**src/rtl/tick_watchdog_pkg.sv**
```systemverilog
// tick_wdog_pkg: shared types for the tick watchdog.
//   wdog_state_t : watchdog FSM state (IDLE, RUN, FAULT)
//   wdog_fault_t : fault cause code driven on fault_code
package tick_wdog_pkg;

    typedef enum logic [1:0] {
        IDLE  = 2'b00,
        RUN   = 2'b01,
        FAULT = 2'b10
    } wdog_state_t;

    typedef enum logic [1:0] {
        FC_NONE  = 2'b00,
        FC_LATE  = 2'b01,
        FC_EARLY = 2'b10,
        FC_RSVD  = 2'b11  // reserved, never driven
    } wdog_fault_t;

endpackage

```
**src/rtl/tick_watchdog_if.sv**
```systemverilog
// tick_watchdog_if: tick input, clear and status outputs of the tick watchdog.
//   master : supervisor / upstream side (drives tick, clr; observes status)
//   slave  : watchdog side
//   tick, clr            : one-cycle tick pulse, fault clear
//   ok, fault            : in RUN / sticky fault
//   fault_code           : 00 none, 01 late, 10 early
//   fault_cnt, gap       : saturating FAULT entry count, last accepted gap
interface tick_watchdog_if #(
    parameter int unsigned CBITS  = 10,
    parameter int unsigned FCNT_W = 8
);
    logic              tick;
    logic              clr;
    logic              ok;
    logic              fault;
    logic [1:0]        fault_code;
    logic [FCNT_W-1:0] fault_cnt;
    logic [CBITS-1:0]  gap;

    modport master (
        output tick, clr,
        input  ok, fault, fault_code, fault_cnt, gap
    );

    modport slave (
        input  tick, clr,
        output ok, fault, fault_code, fault_cnt, gap
    );
endinterface

```
**src/rtl/tick_watchdog_sat_counter.sv**
```systemverilog
// sat_counter: up-counter that sticks at all-ones.
//   clk, rst : clock, synchronous active-high reset
//   inc_i    : increment by one (ignored when saturated)
//   clr_i    : synchronous clear, wins over inc_i
//   cnt_o    : current count
module sat_counter #(
    parameter int unsigned W = 8
) (
    input  logic         clk,
    input  logic         rst,
    input  logic         inc_i,
    input  logic         clr_i,
    output logic [W-1:0] cnt_o
);
    logic [W-1:0] cnt_q, cnt_d;

    always_comb begin
        cnt_d = cnt_q;
        if (clr_i) begin
            cnt_d = '0;
        end else if (inc_i && (cnt_q != {W{1'b1}})) begin
            cnt_d = cnt_q + W'(1);
        end
    end

    always_ff @(posedge clk) begin
        if (rst) begin
            cnt_q <= '0;
        end else begin
            cnt_q <= cnt_d;
        end
    end

    assign cnt_o = cnt_q;
endmodule

```
**src/rtl/tick_watchdog.sv**
```systemverilog
// tick_watchdog: measures the gap between consecutive upstream ticks and latches a
// sticky fault when a tick is late (or early, when enabled).
//   clk, rst : clock, synchronous active-high reset
//   bus_io   : tick_watchdog_if.slave (tick, clr in; ok, fault, fault_code,
//              fault_cnt, gap out)
// Build option: define TICK_WDOG_EARLY_CHECK_EN to fault (code 10) on ticks that
// arrive with cnt < MIN_GAP; otherwise such ticks are accepted as legal.
module tick_watchdog
    import tick_wdog_pkg::*;
#(
    parameter int unsigned MIN_GAP = 746,
    parameter int unsigned MAX_GAP = 756,
    parameter int unsigned CBITS   = 10,
    parameter int unsigned FCNT_W  = 8
) (
    input logic            clk,
    input logic            rst,
    tick_watchdog_if.slave bus_io
);
    // cnt must be able to reach MAX_GAP without saturating first.
    if ((MIN_GAP < 1) || (MIN_GAP > MAX_GAP) ||
        (64'(MAX_GAP) >= ((64'(1) << CBITS) - 64'(1)))) begin : g_bad_params
        $error("tick_watchdog: illegal MIN_GAP/MAX_GAP/CBITS combination");
    end

    localparam logic [CBITS-1:0] MaxGapC = CBITS'(MAX_GAP);
    localparam logic [CBITS-1:0] CntSat  = {CBITS{1'b1}};

    wdog_state_t      state_q, state_d;
    wdog_fault_t      code_q, code_d;
    logic [CBITS-1:0] cnt_q, cnt_d;
    logic [CBITS-1:0] gap_q, gap_d;
    logic             early;
    logic             enter_fault;

`ifdef TICK_WDOG_EARLY_CHECK_EN
    assign early = (cnt_q < CBITS'(MIN_GAP));
`else
    assign early = 1'b0;
`endif

    always_comb begin
        state_d = state_q;
        code_d  = code_q;
        cnt_d   = cnt_q;
        gap_d   = gap_q;
        unique case (state_q)
            IDLE: begin
                if (bus_io.tick) begin
                    state_d = RUN;
                    cnt_d   = CBITS'(1);
                end
            end
            RUN: begin
                cnt_d = (cnt_q == CntSat) ? cnt_q : cnt_q + CBITS'(1);
                // A tick on the MAX_GAP cycle is legal and beats the timeout.
                if (bus_io.tick && early) begin
                    state_d = FAULT;
                    code_d  = FC_EARLY;
                end else if (bus_io.tick) begin
                    gap_d = cnt_q;
                    cnt_d = CBITS'(1);
                end else if (cnt_q == MaxGapC) begin
                    state_d = FAULT;
                    code_d  = FC_LATE;
                end
            end
            FAULT: begin
                // Any tick in the clearing cycle is dropped; the next one arms.
                if (bus_io.clr) begin
                    state_d = IDLE;
                    code_d  = FC_NONE;
                end
            end
            default: state_d = IDLE;
        endcase
    end

    always_ff @(posedge clk) begin
        if (rst) begin
            state_q <= IDLE;
            code_q  <= FC_NONE;
            cnt_q   <= '0;
            gap_q   <= '0;
        end else begin
            state_q <= state_d;
            code_q  <= code_d;
            cnt_q   <= cnt_d;
            gap_q   <= gap_d;
        end
    end

    assign enter_fault = (state_d == FAULT) && (state_q != FAULT);

    // fault_cnt survives clr; only reset clears it.
    sat_counter #(
        .W (FCNT_W)
    ) u_fault_cnt (
        .clk   (clk),
        .rst   (rst),
        .inc_i (enter_fault),
        .clr_i (1'b0),
        .cnt_o (bus_io.fault_cnt)
    );

    assign bus_io.ok         = (state_q == RUN);
    assign bus_io.fault      = (state_q == FAULT);
    assign bus_io.fault_code = code_q;
    assign bus_io.gap        = gap_q;
endmodule

```
**src/flat_wrapper.sv**
```systemverilog
// flat-port wrapper written by rule: the top's interface ports become plain ports
module tick_watchdog_flat import tick_wdog_pkg::*;
#(
    parameter int unsigned MIN_GAP = 746,
    parameter int unsigned MAX_GAP = 756,
    parameter int unsigned CBITS   = 10,
    parameter int unsigned FCNT_W  = 8
)
  (clk, rst, bus_io_tick, bus_io_clr, bus_io_ok, bus_io_fault, bus_io_fault_code, bus_io_fault_cnt, bus_io_gap);
  tick_watchdog_if #(.CBITS(CBITS), .FCNT_W(FCNT_W)) bus_io_i ();
  input logic clk;
  input logic rst;
  input wire logic [$bits(bus_io_i.tick)-1:0] bus_io_tick;
  input wire logic [$bits(bus_io_i.clr)-1:0] bus_io_clr;
  output wire logic [$bits(bus_io_i.ok)-1:0] bus_io_ok;
  output wire logic [$bits(bus_io_i.fault)-1:0] bus_io_fault;
  output wire logic [$bits(bus_io_i.fault_code)-1:0] bus_io_fault_code;
  output wire logic [$bits(bus_io_i.fault_cnt)-1:0] bus_io_fault_cnt;
  output wire logic [$bits(bus_io_i.gap)-1:0] bus_io_gap;
  assign bus_io_i.tick = bus_io_tick;
  assign bus_io_i.clr = bus_io_clr;
  assign bus_io_ok = bus_io_i.ok;
  assign bus_io_fault = bus_io_i.fault;
  assign bus_io_fault_code = bus_io_i.fault_code;
  assign bus_io_fault_cnt = bus_io_i.fault_cnt;
  assign bus_io_gap = bus_io_i.gap;
  tick_watchdog #(.MIN_GAP(MIN_GAP), .MAX_GAP(MAX_GAP), .CBITS(CBITS), .FCNT_W(FCNT_W)) u_core (.clk(clk), .rst(rst), .bus_io(bus_io_i));
endmodule
```
**config.mk**
```make
export PLATFORM = sky130hd
export DESIGN_NAME = tick_watchdog_flat
export DESIGN_NICKNAME = d
export VERILOG_FILES = /design/src/rtl/tick_watchdog_pkg.sv /design/src/rtl/tick_watchdog_if.sv /design/src/rtl/tick_watchdog_sat_counter.sv /design/src/rtl/tick_watchdog.sv /design/src/flat_wrapper.sv
export SDC_FILE = /design/constraint.sdc
export NUM_CORES = 1
export LEC_CHECK = 0
export CAP_MARGIN = 20
export CORE_MARGIN = 2
export CORE_UTILIZATION = 45
export DETAILED_ROUTE_END_ITERATION = 8
export PLACE_DENSITY = 0.7
export SYNTH_ARGS = -nofsm -noshare
export SYNTH_HDL_FRONTEND = slang
export SYNTH_SLANG_ARGS = --single-unit
```
**constraint.sdc**
```tcl
create_clock -name clk -period 3.9 [get_ports clk]
set_clock_uncertainty 0.05 [all_clocks]
set_input_delay 0.585 -clock clk [delete_from_list [all_inputs] [get_ports clk]]
set_output_delay 0.585 -clock clk [all_outputs]
set_load 0.005 [all_outputs]
```
==> reports/qor.txt <==
status: finished clean
post-synth top area cell: dfxtp_1
reg2reg end: u_core.cnt_q[0]
yosys warns: 0
CTS tree: yes
Total Die Area: 0.003842 mm^2
clock tree buffer depth: 2
post-DR vias/cell: 5.748
arrival time of the worst setup path: 2.63 ns
worst setup path start: bus_io_tick
r2r setup slk: 1.86 ns
most frequent cell after synthesis: dfxtp_1
R2R depth: 5
RSZ-0062 raised after global routing: no
Final Max Tran Viols: 0
clock slew at reported path FFs: 0.09 ns
Final Hold Vio Count: 0
core area: 0.003284 mm^2
ANT nets after route: 0
type of the worst setup path: input port to flip-flop
Detailed Place HPWL: 2.570 mm
register area share after synthesis: 0.4103
Synth cell types: 41
part of the power in combinational logic: 0.063
Leak: 0.6561 nW
slowest stage delay, CP: 0.59 ns
Clk pwr share: 0.329
Hold WC Path Type: flip-flop to flip-flop
top post-synthesis cells by count: dfxtp_1, a21oi_1, nor2_1
Tightest Pin Transition: 0.8666 ns
Slew HR: 0.4178
clk_lat worst skew: 0.33 ns
CP Data Required Time: 4.05 ns
DR WL/cell: 14.48 um
fillers: 313
Setup crit start kind: input port
Antenna diodes: 0
Post-CTS Setup Inserts: 0
syn_nets: 178
WL final: 3.505 mm
initial core utilization: 0.4606
post-synth top area share: 0.4103
Iter 0 DRT Violations: 99
GP Congestion: 0.8395
Fmax: 403.6 MHz
largest net degree at the start of global routing: 17
top cells by area, synth: dfxtp_1, mux2i_1, a21oi_1
CTS Hold Bufs: 0
global-route wire length before repair: 5.568 mm
xor and xnor area share after synthesis: 0
Largest delay share family, worst path: simple AND/OR/NAND/NOR gates
layout cells sized above 1: 0.06633
sw frac: 0.2382
vias in the first global route: 1198
final period utilization: 0.6354
clock root cell: clkbuf_4
Worst VDD drop: 0.0001952 V
CP Capture Point: u_core.bus_io.gap[9]
post-layout min period: 2.478 ns
Overall Power: 0.0005287 W
Power per Cell Area: 290.2 mW/mm^2
via count: 1391
All-Layer GR Usage: 0.2034
area occupied by multi-input gates: 823.3 um^2
Internal: 0.0004028 W
CTS Buf Count: 5
Hold Crit Start: u_core.bus_io.fault_code[0]
Buffers on Ports: 24
post-synthesis mux area share: 0.08602
grt ovf: 0
Fin Setup TNS: 0 ns
synthesized-area fraction occupied by and/or/nand/nor cells: 0.2721
chip width: 61.98 um
Synth Area in Compound Gates: 0.1588
worst-path fanout max: 12
CP max-delay cell: nor2b_1
Syn Inst Count: 171
initial antenna violation count: 0
clock sinks: 31
# rows: 21
H-tree levels: 2
worst-path cell chain: clkdlybuf4s50_1 -> nor2b_1 -> nand2_1 -> mux2i_1 -> nor2_1
Critical Path Sink Type: flip-flop
WP depth: 5
# setup viols final: 0
Post-synth EDFFs: 0
area delta synth->final: 20.43%
Post-Synth Adder-Cell Area: 0.02481
Die Ht: 61.98 um
number of gates resized after cts: 0
Worst R2R Start: u_core.cnt_q[0]
Synth async-reset ratio: 0
final net count: 202
Worst Path Buf+Inv: 1
Post-route DRC: 0
ys flop type: dfxtp_1
flops & latches, synth: 31
largest family of logic cells by synthesized area: simple AND/OR/NAND/NOR gates
syn avg cell area: 8.846 um^2
I/O pin cnt: 26
register area: 620.6 um^2
Switching Power: 0.0001259 W
Max Cap Viol: 0
drt pass-1 iters: 5
Post-Syn Area: 0.001513 mm^2
sequential share of power: 0.609
## layout make-up
class / count / share of cell area
multi-input cells: 126 / 0.4519
flip-flops and latches: 31 / 0.3407
repair buffers: 25 / 0.1360
well taps: 46 / 0.03159
clock buffers: 7 / 0.02473
inverters: 6 / 0.01236
clock inverters: 1 / 0.002747
## how the worst min path moves through the flow
stage               cells past startpoint  slack, ns                     endpoint
finish                                  1       0.42  u_core.bus_io.fault_code[0]
global route                            1       0.44  u_core.bus_io.fault_code[0]
CTS                                     1       0.43  u_core.bus_io.fault_code[0]
detailed placement                      1       0.41  u_core.bus_io.fault_code[0]
global placement                        1       0.40  u_core.bus_io.fault_code[0]
floorplan                               1       0.41  u_core.bus_io.fault_code[0]
## cell usage in the layout (no fill, tap or decap), drive strengths merged
| cell type | netlist | layout |
|---|---|---|
| conb | 1 | 1 |
| clkbuf | 3 | 7 |
| ha | 3 | 3 |
| nand3 | 5 | 5 |
| a21oi | 16 | 16 |
| nor4 | 1 | 1 |
| o2111ai | 2 | 2 |
| nor2 | 16 | 16 |
| o31ai | 5 | 5 |
| o21a | 1 | 1 |
| dfxtp | 31 | 31 |
| clkinv | 0 | 1 |
| or3b | 1 | 1 |
| nand4 | 4 | 4 |
| or2 | 2 | 2 |
| nor4bb | 1 | 1 |
| nor3b | 1 | 1 |
| and4 | 3 | 3 |
| nand2 | 12 | 12 |
| nand3b | 1 | 1 |
| nand2b | 4 | 4 |
| buf | 5 | 1 |
| mux2i | 13 | 13 |
| nor3 | 1 | 1 |
| o41ai | 2 | 2 |
| o211ai | 1 | 1 |
| nor2b | 3 | 3 |
| inv | 6 | 6 |
| and4bb | 1 | 1 |
| a311oi | 1 | 1 |
| clkdlybuf4s50 | 0 | 24 |
| a221oi | 2 | 2 |
| or3 | 7 | 7 |
| or4 | 5 | 5 |
| and3 | 1 | 1 |
| o21ai | 8 | 8 |
| nor4b | 1 | 1 |
| a31oi | 1 | 1 |
## cell families (layout without fill, tap and decap cells)
family	Yosys count	in the layout
compound gates	39	39
fa+ha+maj	3	3
buf+inv	14	39
flops	31	31
mux	13	13
other cells	1	1
simple gates	70	70
## flip-flops by register name, indices dropped and copies added, names as in the netlist
| register | count |
|---|---|
| u_core.bus_io.gap | 10 |
| u_core.u_fault_cnt.cnt_o | 8 |
| u_core.cnt_q | 10 |
| u_core.bus_io.fault_code | 1 |
| u_core.state_q | 2 |
## power groups by stage
stage | Clock [W] | Sequential [W] | Combinational [W]
4_1_cts | 0.000182 | 0.000322 | 0.0000332
3_3_place_gp | 0 | 0.000329 | 0.0000324
6_report | 0.000174 | 0.000322 | 0.0000331
5_1_grt | 0.000196 | 0.000322 | 0.0000371
2_1_floorplan | 0 | 0.000328 | 0.0000226
3_5_place_dp | 0 | 0.000329 | 0.0000330
## routing by layer
layer / GRT usage / up-vias / part of all wire
met3: 0.06004 / 8 / 0.062
met5: 0 / - / 0
met4: 0.07295 / 0 / 0.020
met1: 0.2366 / 651 / 0.42
li1: - / 680 / -
met2: 0.3527 / 52 / 0.50
## through the flow
| step | utilization | setup WS (ns) | instances | cell area (um^2) | hold WS (ns) |
|---|---|---|---|---|---|
| floorplan | - | 2.050 | 171 | 1513 | 0.4143 |
| global placement | 0.5394 | 1.201 | 234 | 1772 | 0.3986 |
| detailed placement | 0.5394 | 1.087 | 234 | 1772 | 0.4083 |
| CTS | 0.5547 | 1.451 | 242 | 1822 | 0.4304 |
| global route | 0.5547 | 1.256 | 242 | 1822 | 0.4430 |
| finish | 0.5547 | 1.422 | 242 | 1822 | 0.4239 |
(Power assumes the default switching activity.)
